File: config.mk
export PLATFORM = sky130hd
export DESIGN_NAME = hole_field_scanner
export DESIGN_NICKNAME = d
export VERILOG_FILES = /design/src/rtl/hole_field_scanner.sv
export SDC_FILE = /design/constraint.sdc
export NUM_CORES = 1
export LEC_CHECK = 0
export BUFFER_PORTS_ARGS = -buffer_cell sky130_fd_sc_hd__buf_2
export CORE_ASPECT_RATIO = 0.8
export CORE_UTILIZATION = 41
export CTS_CLUSTER_SIZE = 28
export DETAILED_ROUTE_END_ITERATION = 12
export PLACE_DENSITY = 0.68
export SYNTH_ARGS = -nofsm -noshare
export SYNTH_HDL_FRONTEND = slang
export SYNTH_SLANG_ARGS = --single-unit
export TNS_END_PERCENT = 20
File: constraint.sdc
create_clock -name i_clk -period 17.9 [get_ports i_clk]
set_input_delay 3.58 -clock i_clk [delete_from_list [all_inputs] [get_ports i_clk]]
set_output_delay 3.58 -clock i_clk [all_outputs]
set_load 0.1 [all_outputs]
File: src/rtl/hole_field_scanner.sv
// Scans up to NUM_HOLES hole slots, one per cycle, for a ball inside the capture radius.
// Optional feature macro HIT_DIST_EN adds o_dist_sq, the squared distance of the hit slot.
module hole_field_scanner #(
  parameter int NUM_HOLES = 8,
  parameter int COORD_W   = 10,
  parameter int RADIUS    = 16,
  parameter int IDX_W     = 3
) (
  input  logic                           i_clk,
  input  logic                           i_rst,
  input  logic                           i_start,
  input  logic                           i_clear,
  input  logic [COORD_W-1:0]             i_bl_x,
  input  logic [COORD_W-1:0]             i_bl_y,
  input  logic [NUM_HOLES*COORD_W-1:0]   i_hole_x,
  input  logic [NUM_HOLES*COORD_W-1:0]   i_hole_y,
  input  logic [NUM_HOLES-1:0]           i_hole_mask,
  output logic                           o_busy,
  output logic                           o_done,
  output logic                           o_fall_in,
  output logic [IDX_W-1:0]               o_hole_idx
`ifdef HIT_DIST_EN
  ,
  output logic [2*COORD_W+2:0]           o_dist_sq
`endif
);

  localparam int SUM_W = 2*COORD_W+3;
  localparam logic [SUM_W-1:0] R_SQ = SUM_W'(RADIUS*RADIUS);

  typedef enum logic [1:0] {S_IDLE, S_SCAN, S_DONE} state_t;

  state_t                    r_state;
  logic [IDX_W-1:0]          r_idx;
  logic [COORD_W-1:0]        r_bl_x;
  logic [COORD_W-1:0]        r_bl_y;
  logic                      r_busy;
  logic                      r_done;
  logic                      r_fall_in;
  logic [IDX_W-1:0]          r_hole_idx;
`ifdef HIT_DIST_EN
  logic [SUM_W-1:0]          r_dist_sq;
`endif

  logic [COORD_W-1:0]        w_hx;
  logic [COORD_W-1:0]        w_hy;
  logic signed [COORD_W:0]   w_dx;
  logic signed [COORD_W:0]   w_dy;
  logic signed [SUM_W-1:0]   w_sum;
  logic                      w_hit;

  // Differences are taken one bit wider and signed so a ball left of / above
  // the hole never wraps into a small positive distance.
  function automatic logic signed [COORD_W:0] diff(input logic [COORD_W-1:0] a,
                                                   input logic [COORD_W-1:0] b);
    return $signed({1'b0, a}) - $signed({1'b0, b});
  endfunction

  function automatic logic signed [SUM_W-1:0] sq(input logic signed [COORD_W:0] v);
    logic signed [SUM_W-1:0] ve;
    ve = SUM_W'(v);
    return ve * ve;
  endfunction

  assign w_hx  = i_hole_x[int'(r_idx)*COORD_W +: COORD_W];
  assign w_hy  = i_hole_y[int'(r_idx)*COORD_W +: COORD_W];
  assign w_dx  = diff(r_bl_x, w_hx);
  assign w_dy  = diff(r_bl_y, w_hy);
  assign w_sum = sq(w_dx) + sq(w_dy);
  assign w_hit = i_hole_mask[r_idx] && ($unsigned(w_sum) <= R_SQ);

  always_ff @(posedge i_clk) begin
    if (i_rst || i_clear) begin
      r_state    <= S_IDLE;
      r_idx      <= '0;
      r_busy     <= 1'b0;
      r_done     <= 1'b0;
      r_fall_in  <= 1'b0;
      r_hole_idx <= '0;
`ifdef HIT_DIST_EN
      r_dist_sq  <= '0;
`endif
    end else begin
      case (r_state)
        S_IDLE: begin
          r_done <= 1'b0;
          if (i_start && !r_fall_in) begin
            r_bl_x  <= i_bl_x;
            r_bl_y  <= i_bl_y;
            r_idx   <= '0;
            r_busy  <= 1'b1;
            r_state <= S_SCAN;
          end
        end
        S_SCAN: begin
          if (w_hit) begin
            r_fall_in  <= 1'b1;
            r_hole_idx <= r_idx;
`ifdef HIT_DIST_EN
            r_dist_sq  <= $unsigned(w_sum);
`endif
            r_done     <= 1'b1;
            r_state    <= S_DONE;
          end else if (r_idx == IDX_W'(NUM_HOLES-1)) begin
            r_done  <= 1'b1;
            r_state <= S_DONE;
          end else begin
            r_idx <= r_idx + IDX_W'(1);
          end
        end
        S_DONE: begin
          r_done  <= 1'b0;
          r_busy  <= 1'b0;
          r_state <= S_IDLE;
        end
        default: begin
          r_done  <= 1'b0;
          r_busy  <= 1'b0;
          r_state <= S_IDLE;
        end
      endcase
    end
  end

  assign o_busy     = r_busy;
  assign o_done     = r_done;
  assign o_fall_in  = r_fall_in;
  assign o_hole_idx = r_hole_idx;
`ifdef HIT_DIST_EN
  assign o_dist_sq  = r_dist_sq;
`endif

endmodule

==> impl_metrics.ini, run 1 <==
[grt]
grt.overflow.total = 0
via_count_of_the_first_global_routing_pass = 10000
grt_first_pass_wirelength_um = 50700
grt_start_max_net_pins = 47
gr-usage-all-layers_pct = 21.8
number_of_antenna_violations_at_the_first_check_in_global_routing = 0

[clock_tree]
postCtsSetupBuffers = 0
clock_sinks = 31
cts_buffers = 5
cts_buffer_depth = 2
h_tree_level_count = 2
postCtsResizedCells = 0
clock_input_transition_at_the_sequential_cells_of_the_worst_setup_and_hold_paths_ps = 60
cts_tree = built
clock_insertion_delay_worst_skew_ps = 280
clk_root_buffer_cell = clkbuf_16
postCtsHoldBufs = 0

[timing]
hold_viol_final = 0
final-max-slew-violation-count = 0
max_slew_margin_pct = 31.4
clock_period_minus_final_worst_setup_slack_ps = 13950
grt_setup_unrepaired = false
fmax_mhz = 71.7
skew_ps = 9.72
timing.setup.tns_ps = 0
post-route-worst-setup-slack_ps = 3950
timing_worst_slew_pin_value_ps = 1030
final_count_of_negative_setup_slack_endpoints = 0
min_period_over_period_pct = 77.9

[final_layout]
layout-drive-gt1-share_pct = 20.4
layout.nets = 1963
number_of_diodes_added_for_antenna_fixing = 0
synthToLayoutAreaGrowth_pct = 13.5

[critical_path]
critical-path-top-cell-by-count = fa_1
critical_path_sink = r_idx[0]
cp.arrival_ps = 14120
worst_setup_path_startpoint = i_hole_y[60]
start_kind = primary input
timing.critical_path.slowest_cell_delay_ps = 700
r2r-end = r_idx[0]
critical_path_class = primary input to flip-flop
critical_path.reg2reg.startpoint = r_idx[0]
timing.reg2reg.setup_slack_ps = 6230
r2r.worst_path.cells = 36
crit_fanout = 17
cp.required_ps = 18070
critical_path.endpoint_type = flip-flop
cp_slowest_cell = nand2b_1

[floorplan]
vertical_die_dimension_um = 155
num_io_pins = 198
design.core.area_sq_mm = 0.0285
initial_utilization_pct = 42.0
die_width_um = 193
num_rows = 55
fp.dieArea_sq_mm = 0.0299

[route]
drtIter0Drc = 539
wirelength_um = 30100
dr_vias = 9051
drc = 0
drtPass1Iterations = 6
route.detailed.wl_per_inst_um = 16.8
final_antenna_net_count = 0
detail_route.vias_per_cell = 5.06

[synthesis]
dominantRegCellSynth = edfxtp_1
yosysWarningCount = 0
synth.lib_cells_used.distinct = 72
avgSynthCellArea_sq_um = 9.78
post_synth_inst_count = 1225
synth_enable_flop_cells = 20
share_of_async_settable_or_async_resettable_flops_after_synthesis_pct = 0
synth-seq-area-share_pct = 6.85
synthesis.nets = 1770
netlist_area_sq_mm = 0.0120
yosys_register_bits = 31

[place]
globalplace.congestion = 0.927
place.port_buffers = 197
dpl.hpwl_um = 26700
dp_worst_setup_slack_ps = 3760

[min_path]
worst_hold_path_type = flip-flop to flip-flop

[run]
timing.max_cap.violations = 0

[run_status]
outcome = completed
==> Yosys cell counts, types with 9 or more instances <==
cell      number  area, sq um
nor3_1        15         75.1
nor2_1        96          360
mux2i_1       22          220
mux4_2        41          923
xnor2_1       24          210
a21oi_1       23          115
nor2b_1        9         56.3
dfxtp_1       11          220
nand2b_1      20          125
edfxtp_1      20          601
inv_1        317         1190
clkbuf_1      18         67.6
fa_1         250         5000
nand2_1      102          383
o21ai_0       19         95.1
ha_1         103         1290
==> per-stage QoR <==
step | std cells | util, % | hold slack, ps | area (sq um)
3_3_place_gp | 1781 | 47.2 | 444 | 13400
2_1_floorplan | 1225 | - | 464 | 12000
3_5_place_dp | 1781 | 47.2 | 452 | 13400
4_1_cts | 1789 | 47.7 | 461 | 13600
6_report | 1789 | 47.7 | 459 | 13600
5_1_grt | 1789 | 47.7 | 500 | 13600
==> how the worst min path moves through the flow <==
stage               endpoint  cells after the start     startpoint  slack [ps]
2_1_floorplan         o_done                      1     r_state[0]         460
3_3_place_gp   o_hole_idx[1]                      2  o_hole_idx[1]         440
3_5_place_dp   o_hole_idx[2]                      2  o_hole_idx[2]         450
4_1_cts        o_hole_idx[2]                      2  o_hole_idx[2]         460
5_1_grt        o_hole_idx[2]                      2  o_hole_idx[2]         500
6_report       o_hole_idx[2]                      2  o_hole_idx[2]         460
==> worst max-delay path: cells and delay by family <==
| family | cells | cell delay, ps |
|---|---|---|
| buffers and inverters | 5 | 590 |
| and+or+nand+nor | 7 | 1590 |
| xor gates and xnor gates | 1 | 140 |
| adders and majority gates | 10 | 4570 |
| muxes | 2 | 720 |
| AOI/OAI and AO/OA | 11 | 2910 |
==> metal layers <==
metal  vias up  GRT usage [%]  share of wire, %
met5         -              0                 0
met4         0           2.23              0.87
met3        18           3.65               6.2
met2       277           36.8                48
met1      4540           30.4                44
li1       4216              -                 -
==> cell type report <==
type	count	area [sq um]
Clock inverter	2	12.5
Inverter	323	1210
Sequential cell	31	823
Timing Repair Buffer	215	1120
Tap cell	370	463
Multi-Input combinational cell	842	9830
Fill cell	2754	14900
Clock buffer	6	129
==> logic make-up after synthesis <==
| group | share of synthesized area, % |
|---|---|
| flip-flops | 6.85 |
| multiplexers | 9.74 |
| buffers and inverters | 11.1 |
| adder cells (fa/ha/maj) | 52.5 |
| AO/OA/AOI/OAI | 6.61 |
| XOR/XNOR | 2.34 |
| AND/OR/NAND/NOR | 10.8 |
==> registers in the layout (all words and copies together), names as in the netlist <==
name,flops
r_bl_y,10
r_idx,3
o_busy,1
o_done,1
o_fall_in,1
r_bl_x,10
o_hole_idx,3
r_state,2
==> cells in the final DEF (no fill, tap or decap), types with 9 or more instances in the layout <==
cell type,instances
inv_1,317
fa_1,250
buf_2,197
ha_1,103
nand2_1,102
nor2_1,96
mux4_2,41
xnor2_1,24
a21oi_1,23
mux2i_1,22
nand2b_1,20
edfxtp_1,20
o21ai_0,19
buf_4,18
nor3_1,15
nor2b_1,9
dfxtp_1,9
Power of run 1 is not shown: default switching activity piles up to over one toggle a cycle in this logic, so the estimate is an artifact.
==> run 2, diff against run 1 <==
Clock period 17.9 ns to 14.39 ns, I/O delays scaled along.
==> run 2 against run 1 <==
Global-route usage is 0.077 points higher. Register-to-register slack got worse by 3500 ps. Cell count increased by 0.17%. Via count is 1.4% higher. Sequential share of layout area about the same. Count of clock-buffer cells in the layout did not move. Worst setup slack worse by 2800 ps. Critical path depth shrank 2. Critical path type unchanged. Critical endpoint unchanged.
==> impl_metrics.ini, run 2 (synthesis gave the netlist of run 1 again) <==
[final_layout]
most_frequent_cells_in_the_layout = inv_1 (317), fa_1 (250), buf_2 (197)
largest_registers = r_bl_x: 10 flops, r_bl_y: 10 flops
fillerInstances = 2682
number_of_diodes_added_for_antenna_fixing = 0
finalInstanceArea_sq_mm = 0.0136
synthToLayoutAreaGrowth_pct = 13.7
layout.nets = 1966
most_common_cell_after_layout_fill_and_taps_aside = inv_1
layout-drive-gt1-share_pct = 20.5

[timing]
fmax_mhz = 75.4
timing.setup.tns_ps = 0
final_count_of_negative_setup_slack_endpoints = 0
timing_worst_slew_pin_value_ps = 1040
hold_viol_final = 0
final-max-slew-violation-count = 0
clock_period_minus_final_worst_setup_slack_ps = 13260
skew_ps = 7.99
min_period_over_period_pct = 92.1
max_slew_margin_pct = 30.7
grt_setup_unrepaired = false

[grt]
grt.met2_usage_pct = 36.0
grt_met1_use_pct = 30.5
grt.overflow.total = 0
grt-busiest-layer = met2
grt_start_max_net_pins = 41
number_of_antenna_violations_at_the_first_check_in_global_routing = 0
gr-usage-all-layers_pct = 21.9
gr-usage-met3_pct = 3.93
via_count_of_the_first_global_routing_pass = 9951
grt_first_pass_wirelength_um = 50700

[run_status]
outcome = completed

[min_path]
worst_hold_path_type = flip-flop to flip-flop

[place]
place.port_buffers = 197
dpl.hpwl_um = 26900
dpl-instance-area_sq_mm = 0.0135
globalplace.congestion = 0.914

[clock_tree]
clock_input_transition_at_the_sequential_cells_of_the_worst_setup_and_hold_paths_ps = 60
postCtsResizedCells = 0
cts_tree = built
postCtsSetupBuffers = 0
clock_insertion_delay_worst_skew_ps = 280
clk_root_buffer_cell = clkbuf_16
postCtsHoldBufs = 0
cts_buffer_depth = 2
h_tree_level_count = 2
clock_sinks = 31
cts_buffers = 5

[floorplan]
initial_utilization_pct = 42.0
fp.dieArea_sq_mm = 0.0299
die_width_um = 193
num_io_pins = 198
design.core.area_sq_mm = 0.0285
num_rows = 55
vertical_die_dimension_um = 155

[critical_path]
critical_path_class = primary input to flip-flop
cp_slowest_cell = fa_1
critical-path-top-cell-by-count = fa_1
cp.required_ps = 14560
timing.critical_path.slowest_cell_delay_ps = 720
start_kind = primary input
timing.reg2reg.setup_slack_ps = 2750
crit_fanout = 17
critical_path.endpoint_type = flip-flop
cp.arrival_ps = 13430

[route]
route.detailed.wl_per_inst_um = 16.9
wirelength_um = 30300
drtIter0Drc = 477
detail_route.vias_per_cell = 5.12
drtPass1Iterations = 7
drc = 0
dr_vias = 9181
final_antenna_net_count = 0

[run]
timing.max_cap.violations = 0
-- run 2: cell types whose count changed in the layout (fill, tap and decap cells not counted), sizes merged --
cell	change
buf	+3
-- run 2: worst paths after layout --
check           startpoint            end  cells after the start
min          o_hole_idx[2]  o_hole_idx[2]                      2
min reg2reg  o_hole_idx[2]  o_hole_idx[2]                      2
max           i_hole_y[22]       r_idx[0]                     34
max reg2reg       r_idx[0]       r_idx[0]                     33
-- run 2: layout make-up --
type | instances | area [sq um] | area share, %
inverter | 323 | 1210 | 8.91
timing repair buffer | 218 | 1140 | 8.40
multi-input combinational | 842 | 9830 | 72.2
sequential | 31 | 823 | 6.05
clock inverter | 2 | 12.5 | 0.0919
clock buffer | 6 | 129 | 0.947
tap | 370 | 463 | 3.40
-- run 2: worst max-delay path: cells and delay by family --
kind | cells | cell delay (ps)
XOR/XNOR | 1 | 180
buffers and inverters | 5 | 680
AO/OA/AOI/OAI | 12 | 3280
adder cells (fa/ha/maj) | 9 | 4400
AND/OR/NAND/NOR | 4 | 1120
multiplexers | 3 | 890
-- run 2: metrics by stage --
step | hold slack (ps) | setup WS (ps) | std cells | utilization, %
3_3_place_gp | 443 | 1130 | 1784 | 47.3
5_1_grt | 481 | 284 | 1792 | 47.8
4_1_cts | 456 | 1180 | 1792 | 47.8
2_1_floorplan | 464 | 2110 | 1225 | -
6_report | 456 | 1130 | 1792 | 47.8
3_5_place_dp | 448 | 904 | 1784 | 47.3
-- run 2: metal layers --
layer | wire (um) | vias up
met5 | 0 | -
met4 | 631 | 0
met3 | 2300 | 38
met2 | 14400 | 324
met1 | 12900 | 4591
li1 | - | 4228
Power of run 2 is left out for the same reason.
